--- src/rtl/dff_chain_pkg.sv ---
// dff_chain_pkg: command opcodes and sequencer state encoding shared by the DFF chain controller and its bench
package dff_chain_pkg;
    localparam logic OP_LOAD  = 1'b0;
    localparam logic OP_CLEAR = 1'b1;
    typedef enum logic [1:0] {IDLE, SHIFT, CLR, DONE} state_t;
endpackage

--- src/rtl/dff_chain_ctrl.sv ---
// dff_chain_ctrl: sequences LOAD (MSB-first serial shift) and CLEAR (one-cycle sync reset) commands onto a DFF chain
//   clk, reset            : clock, synchronous active-high reset
//   cmd_valid/cmd_ready   : command handshake; cmd_op 0=LOAD 1=CLEAR, cmd_data word to load
//   ser_d/chain_en        : serial data and shift enable driven to the chain
//   chain_rst             : chain synchronous reset (also asserted while reset is high)
//   busy/done             : command in progress / one-cycle completion pulse
module dff_chain_ctrl
    import dff_chain_pkg::*;
#(
    parameter int WIDTH = 8
) (
    input  logic             clk,
    input  logic             reset,
    input  logic             cmd_valid,
    output logic             cmd_ready,
    input  logic             cmd_op,
    input  logic [WIDTH-1:0] cmd_data,
    output logic             ser_d,
    output logic             chain_en,
    output logic             chain_rst,
    output logic             busy,
    output logic             done
);
    localparam int CW = $clog2(WIDTH);

    state_t           state_q, state_d;
    logic [WIDTH-1:0] shreg_q, shreg_d;
    logic [CW-1:0]    cnt_q, cnt_d;
    logic             accept;

    assign cmd_ready = (state_q == IDLE) && !reset;
    assign accept    = cmd_valid && cmd_ready;

    always_ff @(posedge clk) begin
        if (reset) begin
            state_q <= IDLE;
            shreg_q <= '0;
            cnt_q   <= '0;
        end else begin
            state_q <= state_d;
            shreg_q <= shreg_d;
            cnt_q   <= cnt_d;
        end
    end

    always_comb begin
        state_d = state_q;
        shreg_d = shreg_q;
        cnt_d   = cnt_q;
        unique case (state_q)
            IDLE: begin
                if (accept) begin
                    state_d = (cmd_op == OP_CLEAR) ? CLR : SHIFT;
                    shreg_d = cmd_data;
                    cnt_d   = '0;
                end
            end
            SHIFT: begin
                shreg_d = {shreg_q[WIDTH-2:0], 1'b0};
                cnt_d   = cnt_q + 1'b1;
                state_d = (cnt_q == CW'(WIDTH - 1)) ? DONE : SHIFT;
            end
            CLR:  state_d = DONE;
            DONE: state_d = IDLE;
        endcase
    end

    always_comb begin
        chain_en  = (state_q == SHIFT);
        ser_d     = (state_q == SHIFT) && shreg_q[WIDTH-1];
        chain_rst = reset || (state_q == CLR);
        busy      = (state_q != IDLE);
        done      = (state_q == DONE);
    end
endmodule
--- config.mk ---
export PLATFORM = sky130hd
export DESIGN_NAME = dff_chain_ctrl
export DESIGN_NICKNAME = d
export VERILOG_FILES = /design/src/rtl/dff_chain_pkg.sv /design/src/rtl/dff_chain_ctrl.sv
export SDC_FILE = /design/constraint.sdc
export NUM_CORES = 1
export LEC_CHECK = 0
export ABC_CLOCK_PERIOD_IN_PS = 1770
export CELL_PAD_IN_SITES_DETAIL_PLACEMENT = 1
export CELL_PAD_IN_SITES_GLOBAL_PLACEMENT = 1
export CORE_MARGIN = 2
export CORE_UTILIZATION = 36
export DETAILED_ROUTE_END_ITERATION = 10
export HOLD_SLACK_MARGIN = 0.05
export PLACE_DENSITY = 0.86
export SLEW_MARGIN = 25
export SYNTH_ARGS = -nofsm -noshare
export SYNTH_HDL_FRONTEND = slang
export SYNTH_SLANG_ARGS = --single-unit
export TNS_END_PERCENT = 10
--- constraint.sdc ---
create_clock -name clk -period 1.77 [get_ports clk]
set_input_delay 0.4425 -clock clk [delete_from_list [all_inputs] [get_ports clk]]
set_output_delay 0.4425 -clock clk [all_outputs]
set_load 0.02 [all_outputs]
==> results.ini <==
[routing]
wl_per_cell_um=13.2
dr.pass1.iters=4
ant_nets=0
drt_wl_total_mm=1.62
vias=598
viasPerCell=4.86
drt_iter0_drc=6
drc_errors=0

[floorplan]
dieArea_um2=2440
design.core.area_um2=1940
rows=16
fp.dieW_um=49.4
start_util_pct=38.1
die_h_um=49.4
io_pins=18

[setup_path]
required_ps=1330
reg2reg_slack_ps=180
arrival_ps=1330
end_kind=primary output
crit_path_max_fanout=3
crit_type=input pin to primary output
worst_setup_path_start_kind=input pin

[place]
hpwl_mm=1.27
numPortBuffers=17
gp_congestion=0.747
pre_cts_ws_ps=-382

[finish]
synthToLayoutAreaGrowth_pct=32.1
layout.nets=116
layout.area.seq_um2=263
drive_above_1_share_pct=32.3
multiInputGateArea_um2=440
nFillCells=241
final_util_pct=50.4
num_antenna_cells=0

[logic_synthesis]
synth_fa_ha_area_share_pct=11.8
seq_area_frac_synth_pct=35.1
synthFlopType=dfxtp_1
yosysWarnings=0
yosysTopAreaCellShare_pct=35.1
syn_area_um2=741
synth_commonest_cells=dfxtp_1, mux2i_1, nor2_1, a211oi_2, ha_1
yosys.area_share.simple_pct=15.5
synth_area_leaders=dfxtp_1, a211oi_2, ha_1, mux2i_1, nor2_1
synthMuxAreaShare_pct=12.8
synthXorXnorAreaFrac_pct=0
synth_compound_area_share_pct=18.6
synth.most_common_cell=dfxtp_1
synth_cell_type_count=22
synth_top_family_by_area=compound AO/OA/AOI/OAI gates
yosysTopAreaCell=dfxtp_1
synth_nets=91
syn_area_per_cell_um2=10.3
ys_ff_latch=13
syn_inst=72
ys_async_sr_fraction_pct=0
synth_edf_count=0

[clock_tree]
htreeDepth=1
cts_buffer_depth=2
cts.sinks=13
numCtsBuffers=3
clk_latency_ps=280
cts_tree=built
postCtsHoldBufs=0
clockRootBuffer=clkbuf_4
path_clk_slew_ps=80

[grt]
grt_pass1_wl_mm=2.78
grt_pass1_vias=592
grt_overflow=0
antenna_found_initial=0
use_met1_pct=17.3
grt_start_max_net_pins=15
globalRouteMet2Util_pct=25.7
use_met3_pct=5.83
busiest_layer=met2
track_usage_pct=15.4

[sta]
setup-tns-final_ps=0
rsz0062_at_grt=yes
fin_skew_ps=4.02
setup_viol=0
fin_crit_ps=1770
period_share_pct=100
hold_slack_ps=457
report.final.slew_viol_count=0
setup_ws_ps=0.842
max_freq_ghz=0.565
relSlewSlack_pct=76.6
hold_viol=0
tightest_slew_ps=341

[power]
power.leakage_nw=0.406
irDropWorstVdd_mv=0.634
p_total_mw=1.21
power.density_nw_per_um2=1240

[flow_run]
cap_violations=0

[min_path]
min-delay-path-class=register to register

[run_status]
status=completed

path summary, 6_finish.rpt:
kind         startpoint    endpoint  depth (start not counted)
max reg2reg  state_q[0]  shreg_q[4]                          6
min          shreg_q[0]  shreg_q[0]                          2
max               reset   chain_rst                          3
min reg2reg  shreg_q[0]  shreg_q[0]                          2
worst max-delay path, cell delays in order:
cell,delay (ps)
clkdlybuf4s50_1,440
or2_2,280
buf_2,160
layer usage:
metal,share of wire [%],up-vias
li1,-,305
met1,42,278
met2,53,11
met3,2.9,4
met4,2.1,0
met5,0,-
power by group:
part | total (mW) | switching [mW] | internal, mW
Sequential | 0.407 | 0.0420 | 0.365
Clock | 0.184 | 0.0965 | 0.0875
Combinational | 0.618 | 0.331 | 0.287
Total | 1.21 | 0.470 | 0.739
placed cells by master (no fill, tap or decap), types with 2 or more instances in the layout:
cell type,count
mux2i_1,8
nand2b_1,3
buf_2,2
clkbuf_4,3
nand2_1,2
buf_4,8
ha_2,2
nor2_1,8
or2_2,2
a211oi_2,7
nor2_2,3
ha_1,5
dfxtp_1,11
a21oi_1,3
a32oi_1,2
dfxtp_2,2
clkdlybuf4s50_1,11
inv_1,3
metrics by stage:
step | instances | instance area [µm²]
after floorplan | 72 | 743
after global placement | 119 | 966
after detailed placement | 119 | 966
after CTS | 123 | 976
after global routing | 123 | 978
final | 123 | 978
sequential cells by signal (all words and copies together), names as in the netlist:
register,count
cnt_q,3
state_q,2
shreg_q,8
cells by family (layout without fill, tap and decap cells):
family	after synthesis	count (layout)
simple gates	22	22
fa+ha+maj	7	7
buf+inv	7	31
compound gates	14	14
flops	13	13
mux	9	9
cell type report:
class                   instances  share of cell area, %
multi-input cells              52                   45.0
flip-flops and latches         13                   26.9
repair buffers                 24                   20.8
well taps                      27                   3.45
clock buffers                   4                   2.69
inverters                       3                   1.15
timing repair:
item | 4_1_cts | 5_1_grt
buffers inserted | 0 | 0
resized for setup | 17 | 5
setup endpoints to repair | 6 | 5
hold endpoints to repair | 0 | 0
Note: power is estimated with default switching activity, not from simulation.
